==> config.mk <==
export PLATFORM = sky130hd
export DESIGN_NAME = request_dispatcher_flat
export DESIGN_NICKNAME = d
export VERILOG_FILES = /design/src/rtl/request_dispatcher_pkg.sv /design/src/rtl/request_dispatcher_if.sv /design/src/rtl/request_dispatcher_rr_floor_picker.sv /design/src/rtl/request_dispatcher.sv /design/src/flat_wrapper.sv
export SDC_FILE = /design/constraint.sdc
export NUM_CORES = 1
export LEC_CHECK = 0
export ABC_CLOCK_PERIOD_IN_PS = 5850
export CAP_MARGIN = 20
export CORE_MARGIN = 2
export CORE_UTILIZATION = 59
export CTS_CLUSTER_DIAMETER = 60
export DETAILED_ROUTE_END_ITERATION = 8
export PLACE_DENSITY = 0.8
export SYNTH_ARGS = -nofsm -noshare
export SYNTH_HDL_FRONTEND = slang
export SYNTH_SLANG_ARGS = --single-unit
==> constraint.sdc <==
create_clock -name clk -period 5.85 [get_ports clk]
set_input_delay 0.585 -clock clk [delete_from_list [all_inputs] [get_ports clk]]
set_output_delay 0.585 -clock clk [all_outputs]
set_load 0.1 [all_outputs]
==> src/rtl/request_dispatcher_pkg.sv <==
// Shared elevator definitions: dispatcher FSM encoding, default floor count,
// car status field positions and a small arrival helper.
package request_dispatcher_pkg;

    typedef enum logic [1:0] {
        ST_IDLE  = 2'd0,
        ST_PICK  = 2'd1,
        ST_ISSUE = 2'd2,
        ST_HOLD  = 2'd3
    } state_t;

    localparam int FLOORS_DEFAULT = 10;
    localparam int OBJ_W          = 4;

    // Car status word: [5:2] floor, [1] direction up, [0] moving
    localparam int FLOOR_MSB = 5;
    localparam int FLOOR_LSB = 2;
    localparam int DIR_BIT   = 1;
    localparam int MOVE_BIT  = 0;

    // True when the car is standing still at the given floor
    function automatic logic stopped_at(input logic [5:0] status, input logic [OBJ_W-1:0] floor);
        return !status[MOVE_BIT] && (status[FLOOR_MSB:FLOOR_LSB] == floor);
    endfunction

endpackage

==> src/rtl/request_dispatcher_if.sv <==
// Bus between the request dispatcher and its surroundings (hall buttons,
// car status, car control unit).
//
// obj/objValid: objValid is a one-cycle strobe with no back-pressure; the
// consumer must take obj on the cycle objValid is high. obj stays stable until
// the next strobe, so it may also be read at leisure afterwards.
interface request_dispatcher_if
    import request_dispatcher_pkg::*;
#(
    parameter int FLOORS = FLOORS_DEFAULT
);
    logic [FLOORS-1:0] callBtn;
    logic [5:0]        stateFloorA;
    logic [5:0]        stateFloorB;
    logic [5:0]        stateFloorC;
    logic [OBJ_W-1:0]  obj;
    logic              objValid;
    logic [FLOORS-1:0] pending;

    modport master (
        input  callBtn, stateFloorA, stateFloorB, stateFloorC,
        output obj, objValid, pending
    );

    modport slave (
        output callBtn, stateFloorA, stateFloorB, stateFloorC,
        input  obj, objValid, pending
    );
endinterface

==> src/rtl/request_dispatcher_rr_floor_picker.sv <==
// rr_floor_picker: finds the first eligible floor at or after ptr, wrapping
// from FLOORS-1 back to 0.
module rr_floor_picker
    import request_dispatcher_pkg::*;
#(
    parameter int FLOORS = FLOORS_DEFAULT
) (
    input  logic [FLOORS-1:0] eligible,
    input  logic [OBJ_W-1:0]  ptr,
    output logic [OBJ_W-1:0]  floor,
    output logic              found
);
    // Two copies back to back let the scan run past the top without a modulo
    logic [2*FLOORS-1:0] dbl;
    logic [OBJ_W:0]      idx;

    assign dbl = {eligible, eligible};

    // Scan FLOORS positions starting at ptr; first hit wins
    always_comb begin
        floor = '0;
        found = 1'b0;
        idx   = '0;
        for (int i = 0; i < FLOORS; i++) begin
            idx = {1'b0, ptr} + (OBJ_W+1)'(i);
            if (!found && dbl[idx]) begin
                found = 1'b1;
                floor = (idx >= (OBJ_W+1)'(FLOORS)) ? OBJ_W'(idx - (OBJ_W+1)'(FLOORS))
                                                     : idx[OBJ_W-1:0];
            end
        end
    end
endmodule

==> src/rtl/request_dispatcher.sv <==
// request_dispatcher: latches hall calls and hands them one at a time to the
// car control unit as obj/objValid, round-robin over the floors.
// Optional watchdog that re-arms stale dispatches: REQUEST_DISPATCHER_WATCHDOG_EN.
module request_dispatcher
    import request_dispatcher_pkg::*;
#(
    parameter int FLOORS      = FLOORS_DEFAULT,
    parameter int HOLD_CYCLES = 2,
    parameter int TIMEOUT     = 64
) (
    input  logic                 clk,
    input  logic                 rst,
    request_dispatcher_if.master bus,
    output state_t               state
);
    localparam int HOLD_W = (HOLD_CYCLES > 1) ? $clog2(HOLD_CYCLES) : 1;

    state_t            state_q;
    state_t            state_d;
    logic [FLOORS-1:0] pending_q;
    logic [FLOORS-1:0] dispatched_q;
    logic [FLOORS-1:0] arrive;
    logic [FLOORS-1:0] eligible;
    logic [FLOORS-1:0] pick_set;
    logic [OBJ_W-1:0]  obj_q;
    logic [OBJ_W-1:0]  ptr_q;
    logic [OBJ_W-1:0]  pick_floor;
    logic [OBJ_W-1:0]  ptr_next;
    logic              pick_found;
    logic              pick_take;
    logic              any_arrival;
    logic              wd_clear;
    logic [HOLD_W-1:0] hold_q;
    logic              unused_dir;

    // Arrival per floor: any stopped car at that floor; out-of-range floor fields never match
    always_comb begin
        arrive = '0;
        for (int f = 0; f < FLOORS; f++) begin
            arrive[f] = stopped_at(bus.stateFloorA, OBJ_W'(f))
                      | stopped_at(bus.stateFloorB, OBJ_W'(f))
                      | stopped_at(bus.stateFloorC, OBJ_W'(f));
        end
    end

    assign any_arrival = |arrive;
    assign eligible    = pending_q & ~dispatched_q;
    assign unused_dir  = bus.stateFloorA[DIR_BIT] ^ bus.stateFloorB[DIR_BIT] ^ bus.stateFloorC[DIR_BIT];

    rr_floor_picker #(
        .FLOORS (FLOORS)
    ) u_picker (
        .eligible (eligible),
        .ptr      (ptr_q),
        .floor    (pick_floor),
        .found    (pick_found)
    );

    // A pick can come up empty if the only candidate arrived meanwhile
    assign pick_take = (state_q == ST_PICK) && pick_found;
    assign ptr_next  = (pick_floor == OBJ_W'(FLOORS-1)) ? '0 : pick_floor + OBJ_W'(1);

    // One-hot of the floor being dispatched this cycle
    always_comb begin
        pick_set = '0;
        for (int f = 0; f < FLOORS; f++) begin
            if (pick_take && (pick_floor == OBJ_W'(f))) begin
                pick_set[f] = 1'b1;
            end
        end
    end

    // Next-state logic for IDLE -> PICK -> ISSUE -> HOLD -> IDLE
    always_comb begin
        state_d = state_q;
        unique case (state_q)
            ST_IDLE:  if (|eligible) state_d = ST_PICK;
            ST_PICK:  state_d = pick_found ? ST_ISSUE : ST_IDLE;
            ST_ISSUE: state_d = ST_HOLD;
            ST_HOLD:  if (hold_q == HOLD_W'(HOLD_CYCLES-1)) state_d = ST_IDLE;
            default:  state_d = ST_IDLE;
        endcase
    end

    // State register, request bookkeeping, round-robin pointer and obj register
    always_ff @(posedge clk) begin
        if (rst) begin
            state_q      <= ST_IDLE;
            pending_q    <= '0;
            dispatched_q <= '0;
            obj_q        <= '0;
            ptr_q        <= '0;
            hold_q       <= '0;
        end else begin
            state_q      <= state_d;
            // Arrival clear wins over a same-cycle button press or pick
            pending_q    <= (pending_q | bus.callBtn) & ~arrive;
            // A watchdog clear drops stale dispatches but keeps the one picked now
            dispatched_q <= ((wd_clear ? '0 : dispatched_q) | pick_set) & ~arrive;
            hold_q       <= (state_q == ST_HOLD) ? hold_q + HOLD_W'(1) : '0;
            if (pick_take) begin
                obj_q <= pick_floor;
                ptr_q <= ptr_next;
            end
        end
    end

`ifdef REQUEST_DISPATCHER_WATCHDOG_EN
    localparam int WD_W = $clog2(TIMEOUT+1);

    logic [WD_W-1:0] wd_q;

    assign wd_clear = (|dispatched_q) && !any_arrival && (wd_q == WD_W'(TIMEOUT-1));

    // Watchdog: counts arrival-free cycles while anything is dispatched
    always_ff @(posedge clk) begin
        if (rst) begin
            wd_q <= '0;
        end else if (any_arrival || (dispatched_q == '0) || wd_clear) begin
            wd_q <= '0;
        end else begin
            wd_q <= wd_q + WD_W'(1);
        end
    end
`else
    logic [31:0] unused_timeout;
    logic        unused_arrival;

    // Without the watchdog, dispatched bits clear only via arrival or reset
    assign wd_clear       = 1'b0;
    assign unused_timeout = 32'(TIMEOUT);
    assign unused_arrival = any_arrival;
`endif

    assign bus.obj      = obj_q;
    assign bus.objValid = (state_q == ST_ISSUE);
    assign bus.pending  = pending_q;
    assign state        = state_q;
endmodule

==> src/flat_wrapper.sv <==
// flat-port wrapper written by rule: the top's interface ports become plain ports
module request_dispatcher_flat import request_dispatcher_pkg::*;
#(
    parameter int FLOORS      = FLOORS_DEFAULT,
    parameter int HOLD_CYCLES = 2,
    parameter int TIMEOUT     = 64
)
  (clk, rst, state, bus_callBtn, bus_stateFloorA, bus_stateFloorB, bus_stateFloorC, bus_obj, bus_objValid, bus_pending);
  request_dispatcher_if #(.FLOORS(FLOORS)) bus_i ();
  input  logic clk;
  input  logic rst;
  output state_t state;
  input wire logic [$bits(bus_i.callBtn)-1:0] bus_callBtn;
  input wire logic [$bits(bus_i.stateFloorA)-1:0] bus_stateFloorA;
  input wire logic [$bits(bus_i.stateFloorB)-1:0] bus_stateFloorB;
  input wire logic [$bits(bus_i.stateFloorC)-1:0] bus_stateFloorC;
  output wire logic [$bits(bus_i.obj)-1:0] bus_obj;
  output wire logic [$bits(bus_i.objValid)-1:0] bus_objValid;
  output wire logic [$bits(bus_i.pending)-1:0] bus_pending;
  assign bus_i.callBtn = bus_callBtn;
  assign bus_i.stateFloorA = bus_stateFloorA;
  assign bus_i.stateFloorB = bus_stateFloorB;
  assign bus_i.stateFloorC = bus_stateFloorC;
  assign bus_obj = bus_i.obj;
  assign bus_objValid = bus_i.objValid;
  assign bus_pending = bus_i.pending;
  request_dispatcher #(.FLOORS(FLOORS), .HOLD_CYCLES(HOLD_CYCLES), .TIMEOUT(TIMEOUT)) u_core (.clk(clk), .rst(rst), .bus(bus_i), .state(state));
endmodule
== Yosys cells after proc, flatten, opt, wreduce, memory -nomap -nowiden ==
Cells that the tools add are included.
Operators by class
  bitwise operators: 28
  equal/unequal tests: 41
  add/subtract/negate cells: 21
  multiplexer cells: 65
  $lt $le $gt $ge: 20
  reduce and logical (&&, ||, !) cells: 70
Operator list (count)
  4-bit two-way mux: 21
  4-bit by 3-bit equality test with 1-bit output, second input constant: 16
  5-bit by 6-bit less-than comparator with 1-bit output, second input constant: 9
  1-bit logical AND: 50
  1-bit binary-select mux with 5-bit select: 9
  5-bit by 4-bit greater-or-equal comparator with 1-bit output, second input constant: 9
  4-bit subtractor, second input constant: 10
  4-bit by 2-bit equality test with 1-bit output, second input constant: 8
  4-bit equality test, second input constant: 8
  10-bit bitwise AND: 3
  1-bit two-way mux: 30
  4-bit by 3-bit adder with 5-bit output, second input constant: 4
  10-bit NOT: 2
  1-bit OR: 20
  10-bit OR: 2
  4-bit by 1-bit equality test with 1-bit output, second input constant: 4
  4-bit zero test: 4
  1-bit zero test: 12
  4-bit by 2-bit adder with 5-bit output, second input constant: 2
  4-bit by 4-bit adder with 5-bit output, second input constant: 2
  10-bit OR reduction: 1
  2-bit case mux with 4 select lines: 1
  4-bit by 6-bit less-than comparator with 1-bit output, second input constant: 1
  2-bit two-way mux: 3
  other kinds (12): 14
Storage, ports and cells
  output and inout bits: 17
  logic and storage cells: 251
  bits in registers: 31
  input port bits: 30

== Longest topological paths before layout ==
Gate-level depths: netlist (run 1).
  depth in word-level cells: 37
  gate-level depth with buffers: 19
  mapped depth without buffers: 15

== Hierarchy ==
Synthesis (run 1) repeated with hierarchy kept, for this count alone.
Second synthesis, totals
  cells, all modules: 468
  area total of the unflattened synthesis: 3896.2 sq um
Modules (own cells, without submodules)
  rr_floor_picker: sequential area each 0.0 sq um, area each 2392.3 sq um, times used 1, cells each 297
  request_dispatcher: sequential area each 620.6 sq um, area each 1503.9 sq um, times used 1, cells each 171

== Worst setup path after synthesis (run 1) ==
Ideal clock, no wire load.
  path kind: reg2reg
  start point: reg u_core.ptr_q[1]
  end point: reg u_core.ptr_q[1]
  clock period less this slack: 4.226 ns
  setup time: 0.086 ns
  setup slack: 1.624 ns
  data required time: 5.764 ns
  arrival: 4.139 ns
  path buffers: 3
  cell stages (with the launch flop): 16
  cells stage by stage: dfxtp_1 inv_1 clkbuf_1 ha_1 buf_4 clkbuf_1 mux4_2 nor2_1 o21ai_0 a211oi_4 nand4_2 o41ai_2 o211ai_2 and2_4 or3_1 a221oi_2
Between the ends
  cells in the longest elaborated chain, start to end: 32
  elaborated cells on any way between the ends: 101
  classes of those cells: add/sub: 20; order compare: 10; eq/ne: 1; mux: 51; reduce/logical: 19
Ends and longest elaborated chain
  start, declared: RTL line request_dispatcher.sv:26  | logic [OBJ_W-1:0] ptr_q;
  start signal, assigned: RTL line request_dispatcher.sv:103  | ptr_q <= ptr_next;
  parallel branches: the longest is 32 deep, another holds 4-bit by 1-bit adder with 5-bit output
Parallel ways; which one is timed is not known. The select of a mux whose other input is x is not followed.
A chain may end at the register's enable or synchronous reset.

== Worst setup path in the final report (run 1) ==
  start point: reg u_core.ptr_q[2]
  end point: reg u_core.ptr_q[1]
The elaborated chain is that of the path after synthesis.

==> results.sh, run 1 <==
export IMPL_n_antenna_cell=0
export IMPL_finClkSkew_ns=0.01032
export IMPL_tightest_slew_ns=0.9856
export IMPL_cp_max_fo=12
export IMPL_synthArstFlopShare_pct=0
export IMPL_worstSetupStartpointType="flip-flop"
export IMPL_cp_buffers_inverters=2
export IMPL_post_drt_wl_per_cell_um=19.28
export IMPL_portBuffers=43
export IMPL_drv_cap=0
export IMPL_setup_viol=0
export IMPL_worstPathRequired_ns=6.05
export IMPL_htree_levels=2
export IMPL_seq_area_frac_synth_pct=14.38
export IMPL_multi_input_area_um2=3480
export IMPL_grt_setup_unrepaired="no"
export IMPL_syn_num_nets=607
export IMPL_fmax_ghz=0.2267
export IMPL_crit_family="compound AO/OA/AOI/OAI gates"
export IMPL_num_rows=31
export IMPL_drv_slew=0
export IMPL_routed_wl_um=13310
export IMPL_min_period_ns=4.411
export IMPL_cp_depth=13
export IMPL_ys_ff_latch=31
export IMPL_cts_tree="done"
export IMPL_grt_max_degree=39
export IMPL_cp_data_arrival_time_ns=4.61
export IMPL_grt_remaining_overflow=0
export IMPL_status="completed"
export IMPL_clk_latency_ns=0.29
export IMPL_avgSynthCellArea_um2=7.778
export IMPL_grt_pass1_wl_um=21290
export IMPL_clock_sinks=31
export IMPL_clk_path_buf_depth=2
export IMPL_hold_class="reg -> reg"
export IMPL_yosysWarnings=0
export IMPL_slew_headroom_pct=34.09
export IMPL_core_area_um2=7176
export IMPL_setup_tns_ns=0
export IMPL_seqCellArea_um2=620.6
export IMPL_drive_gt1_share_pct=12.52
export IMPL_holdPathStages=1
export IMPL_dieArea_um2=8017
export IMPL_cts_made_buffers=5
export IMPL_initial_core_util_pct=60.16
export IMPL_antenna_left=0
export IMPL_cp_cell_sequence="inv_2, ha_1, clkinv_1, mux4_2, a2111oi_0, a31oi_1, nand2_1, a21oi_1, o41ai_2, o211ai_2, and2_4, or3_1, a221oi_2"
export IMPL_synth_cell_area_um2=4317
export IMPL_hold_viol=0
export IMPL_ctsHoldBuffers=0
export IMPL_vias=4551
export IMPL_antenna_found_initial=0
export IMPL_post_cts_buffers=0
export IMPL_crit_path_end_kind="flip-flop"
export IMPL_worstSetupPathType="reg -> reg"
export IMPL_rr_worst_depth=13
export IMPL_root_buffer="clkbuf_8"
export IMPL_viasPerCell=6.596
export IMPL_die_h_um=89.54
export IMPL_grtUsageTotal_pct=34.37
export IMPL_first_pass_iters=5
export IMPL_area_growth_syn_to_layout_pct=14.29
export IMPL_fillers=588
export IMPL_drt_drc_violations_left=0
export IMPL_ios=47
export IMPL_synth_enable_flop_cells=0
export IMPL_slowest_stage="ha_1"
export IMPL_cp_slowest_stage_delay_ns=0.57
export IMPL_path_clk_slew_ns=0.07
export IMPL_dp_hpwl_um=10400
export IMPL_synth_main_ff_cell="dfxtp_1"
export IMPL_die_w_um=89.54
export IMPL_synthCells=555
export IMPL_synth_cell_types=93
export IMPL_dr_first_iter_drc_count=441
export IMPL_place_gp_congestion=0.9621
export IMPL_grt_pass1_vias=4174
export IMPL_cts_resized=0
export IMPL_fin_nets=642
export IMPL_final_period_utilization_pct=75.40
cell type report:
| class | instances | share of cell area (%) |
|---|---|---|
| timing repair buffer | 56 | 10.70 |
| tap | 99 | 2.511 |
| inverter | 17 | 1.293 |
| clock buffer | 6 | 1.674 |
| multi-input combinational | 479 | 70.53 |
| clock inverter | 2 | 0.7101 |
| sequential | 31 | 12.58 |
kinds of logic after synthesis:
kind of cell | count (synthesis) | synth area share, %
AOI/OAI and AO/OA | 148 | 25.80
xor gates and xnor gates | 20 | 4.841
muxes | 27 | 11.04
buffers and inverters | 45 | 5.014
and+or+nand+nor | 262 | 32.38
adders and majority gates | 22 | 6.551
DFF | 31 | 14.38
synth_stat cells (9+ instances only):
cell	number	share of area (%)
mux2i_1	9	2.1
nand2_1	45	3.9
a21oi_1	35	4.1
nor2_1	73	6.3
ha_1	21	6.1
nor2b_1	16	2.3
clkbuf_1	14	1.2
nor3_1	27	3.1
mux4_2	15	7.8
nand2b_1	22	3.2
o22ai_1	10	1.4
or3_1	17	2.5
o21ai_0	17	2.0
xnor2_1	16	3.2
inv_1	10	0.87
a31oi_1	10	1.4
dfxtp_1	31	14
stage by stage:
| step | hold WS, ns | util (%) | area [um2] | instances | worst slack [ns] |
|---|---|---|---|---|---|
| 2_1_floorplan | 0.4091 | - | 4317 | 555 | 1.624 |
| 3_3_place_gp | 0.4137 | 67.11 | 4816 | 682 | 1.595 |
| 3_5_place_dp | 0.4207 | 67.11 | 4816 | 682 | 1.528 |
| 4_1_cts | 0.4410 | 68.75 | 4933 | 690 | 1.502 |
| 5_1_grt | 0.4693 | 68.75 | 4933 | 690 | 1.127 |
| 6_report | 0.4455 | 68.75 | 4933 | 690 | 1.439 |
sequential cells by signal, summed over array words and instances (netlist names), named ones only:
| name | cells |
|---|---|
| u_core.bus.pending | 10 |
| u_core.dispatched_q | 10 |
| u_core.bus.obj | 4 |
| u_core.ptr_q | 4 |
| u_core.hold_q | 1 |
| u_core.state | 1 |
final timing paths:
kind / end / from / slack [ns]
setup reg to reg: u_core.ptr_q[1]$_SDFFE_PP0P_ / u_core.ptr_q[2]$_SDFFE_PP0P_ / 1.44
setup / recovery: u_core.ptr_q[1]$_SDFFE_PP0P_ / u_core.ptr_q[2]$_SDFFE_PP0P_ / 1.44
hold reg to reg: u_core.hold_q$_SDFF_PP0_ / u_core.hold_q$_SDFF_PP0_ / 0.45
hold / removal: u_core.hold_q$_SDFF_PP0_ / u_core.hold_q$_SDFF_PP0_ / 0.45
cell usage in the layout, fill, tap and decap left out, types with 7 or more instances in the layout:
cell / n
buf_4: 13
xnor2_1: 16
nor2b_1: 16
nor3_1: 27
a31oi_1: 10
clkdlybuf4s50_1: 43
o22ai_1: 10
and2_1: 7
mux4_2: 15
nor2_1: 73
or3_1: 17
ha_1: 21
mux2i_1: 9
nand2_1: 45
dfxtp_1: 31
a21oi_1: 35
nand2b_1: 22
inv_1: 10
o21ai_0: 17
layer usage:
layer  wire (um)  part of all wire, %  GRT usage, %
met2        6386                   48         57.31
met4         359                  2.7         12.48
met3        1060                  8.0         6.002
met5           0                    0             0
met1        5500                   41         44.60
Power of run 1 is left out: the tool's default activity adds up to more than one toggle a clock period on the data nets, which glitch-free logic cannot reach.
==> run 2, diff against run 1 <==
- ABC_CLOCK_PERIOD_IN_PS: 5850 -> 4400
- clock period: 5.85 -> 4.4 ns (I/O delays scaled with it)
==> run 2 against run 1 <==
- largest cell class unchanged
- flip-flop and latch count is the same
- clock-buffer cell count unchanged
- non-clock buffer count rose by 5
- global-route usage increased by 0.26 points
- final cell count increased by 0.72%
- clock skew about the same
==> results.sh, run 2 (same netlist as run 1, synthesis figures left out) <==
export IMPL_antenna_left=0
export IMPL_tightest_slew_ns=0.9857
export IMPL_htree_levels=2
export IMPL_cp_slowest_stage_delay_ns=0.48
export IMPL_worstSetupStartpointType="flip-flop"
export IMPL_fin_area_um2=4999
export IMPL_drv_slew=0
export IMPL_first_pass_iters=7
export IMPL_cts_made_buffers=5
export IMPL_num_rows=31
export IMPL_fin_nets=647
export IMPL_slowest_stage="ha_2"
export IMPL_cp_startpoint="u_core.ptr_q[1]$_SDFFE_PP0P_"
export IMPL_die_w_um=89.54
export IMPL_fillers=626
export IMPL_dieArea_um2=8017
export IMPL_portBuffers=43
export IMPL_cp_buffers_inverters=3
export IMPL_placed_area_um2=4866
export IMPL_routed_wl_um=13820
export IMPL_initial_core_util_pct=60.16
export IMPL_vias=4644
export IMPL_status="completed"
export IMPL_grt_remaining_overflow=0
export IMPL_rr_startpoint="u_core.ptr_q[1]$_SDFFE_PP0P_"
export IMPL_post_drt_wl_per_cell_um=19.88
export IMPL_hold_end="u_core.hold_q$_SDFF_PP0_"
export IMPL_hold_worst_slack_ns=0.4508
export IMPL_final_common_cell="nor2_1"
export IMPL_ios=47
export IMPL_grt_pass1_vias=4127
export IMPL_crit_family="compound AO/OA/AOI/OAI gates"
export IMPL_path_clk_slew_ns=0.07
export IMPL_clk_latency_ns=0.29
export IMPL_rr_worst_depth=14
export IMPL_drive_gt1_share_pct=13.59
export IMPL_grt_max_degree=39
export IMPL_post_cts_buffers=0
export IMPL_min_period_ns=4.255
export IMPL_dr_first_iter_drc_count=477
export IMPL_cts_tree="done"
export IMPL_final_cell_mix="nor2_1 (73), nand2_1 (45), clkdlybuf4s50_1 (43)"
export IMPL_dp_hpwl_um=10660
export IMPL_core_area_um2=7176
export IMPL_holdPathStages=1
export IMPL_hold_viol=0
export IMPL_setup_tns_ns=0
export IMPL_place_gp_congestion=0.9682
export IMPL_grt_setup_unrepaired="no"
export IMPL_cp_data_arrival_time_ns=4.44
export IMPL_r2r_end="u_core.ptr_q[1]$_SDFFE_PP0P_"
export IMPL_clock_sinks=31
export IMPL_area_growth_syn_to_layout_pct=15.80
export IMPL_crit_path_end_kind="flip-flop"
export IMPL_die_h_um=89.54
export IMPL_antenna_found_initial=0
export IMPL_slew_headroom_pct=34.08
export IMPL_clk_path_buf_depth=2
export IMPL_hold_class="reg -> reg"
export IMPL_grtUsageTotal_pct=34.63
export IMPL_worstSetupPathType="reg -> reg"
export IMPL_n_antenna_cell=0
export IMPL_drv_cap=0
export IMPL_hp_start="u_core.hold_q$_SDFF_PP0_"
export IMPL_root_buffer="clkbuf_8"
export IMPL_viasPerCell=6.682
export IMPL_cp_max_fo=15
export IMPL_cp_cell_sequence="inv_1, buf_4, ha_2, clkinv_1, mux4_2, a2111oi_0, a31oi_1, nand2_1, a21oi_1, o41ai_2, o211ai_2, and2_4, or3_1, a221oi_2"
export IMPL_final_period_utilization_pct=96.71
export IMPL_worstPathRequired_ns=4.59
export IMPL_r2r_slack_ns=0.14
export IMPL_fmax_ghz=0.2350
export IMPL_finClkSkew_ns=0.01043
export IMPL_drt_drc_violations_left=0
export IMPL_grt_pass1_wl_um=21200
export IMPL_setup_viol=0
run 2: cell types whose count changed in the layout (fill, tap and decap cells not counted):
| cell | previous run | this run |
|---|---|---|
| buf_4 | 13 | 17 |
| xnor2_4 | 1 | 2 |
| dfxtp_1 | 31 | 30 |
| buf_12 | 0 | 1 |
| dfxtp_2 | 0 | 1 |
| xnor2_2 | 2 | 1 |
| ha_2 | 0 | 1 |
| ha_1 | 21 | 20 |
run 2: worst max-delay path by stage:
stage,end,slack (ns),cells after the start
2_1_floorplan,u_core.ptr_q[1]$_SDFFE_PP0P_,0.17,15
3_3_place_gp,u_core.ptr_q[1]$_SDFFE_PP0P_,0.24,13
3_5_place_dp,u_core.ptr_q[1]$_SDFFE_PP0P_,0.14,13
4_1_cts,u_core.ptr_q[1]$_SDFFE_PP0P_,0.08,13
5_1_grt,u_core.ptr_q[1]$_SDFFE_PP0P_,0.04,13
6_report,u_core.ptr_q[1]$_SDFFE_PP0P_,0.14,14
run 2: worst reg2reg max path, delay by kind of cell, from the launching register on:
kind	cells	cell delay, ns
muxes	1	0.45
DFF	1	0.38
adders and majority gates	1	0.49
AOI/OAI and AO/OA	6	1.55
buffers and inverters	3	0.44
and+or+nand+nor	3	0.86
run 2: routing by layer:
metal / share of wire, % / GRT usage [%] / up-vias
li1: - / - / 2170
met2: 47 / 57.04 / 267
met4: 3.1 / 12.08 / 0
met3: 8.0 / 4.986 / 40
met1: 42 / 46.45 / 2167
met5: 0 / 0 / -
run 2: timing repair:
action | 4_1_cts | 5_1_grt
hold buffers | 0 | 0
setup endpoints to repair | 0 | 9
gates resized for setup | 0 | 3
run 2: stage by stage:
step / worst slack [ns] / utilization [%] / instances
detailed placement: 0.1376 / 67.81 / 687
global placement: 0.2447 / 67.81 / 687
floorplan: 0.1743 / - / 555
CTS: 0.07725 / 69.45 / 695
global route: 0.04241 / 69.66 / 695
finish: 0.1447 / 69.66 / 695
run 2: area by class of cell:
cell class / instances / area (um2) / area share [%]
Inverter: 17 / 63.81 / 1.277
Tap cell: 99 / 123.9 / 2.478
Timing Repair Buffer: 61 / 578.1 / 11.56
Clock inverter: 2 / 35.03 / 0.7009
Multi-Input combinational cell: 479 / 3493 / 69.89
Sequential cell: 31 / 621.8 / 12.44
Clock buffer: 6 / 82.58 / 1.652
Power of run 2 is left out for the same reason.
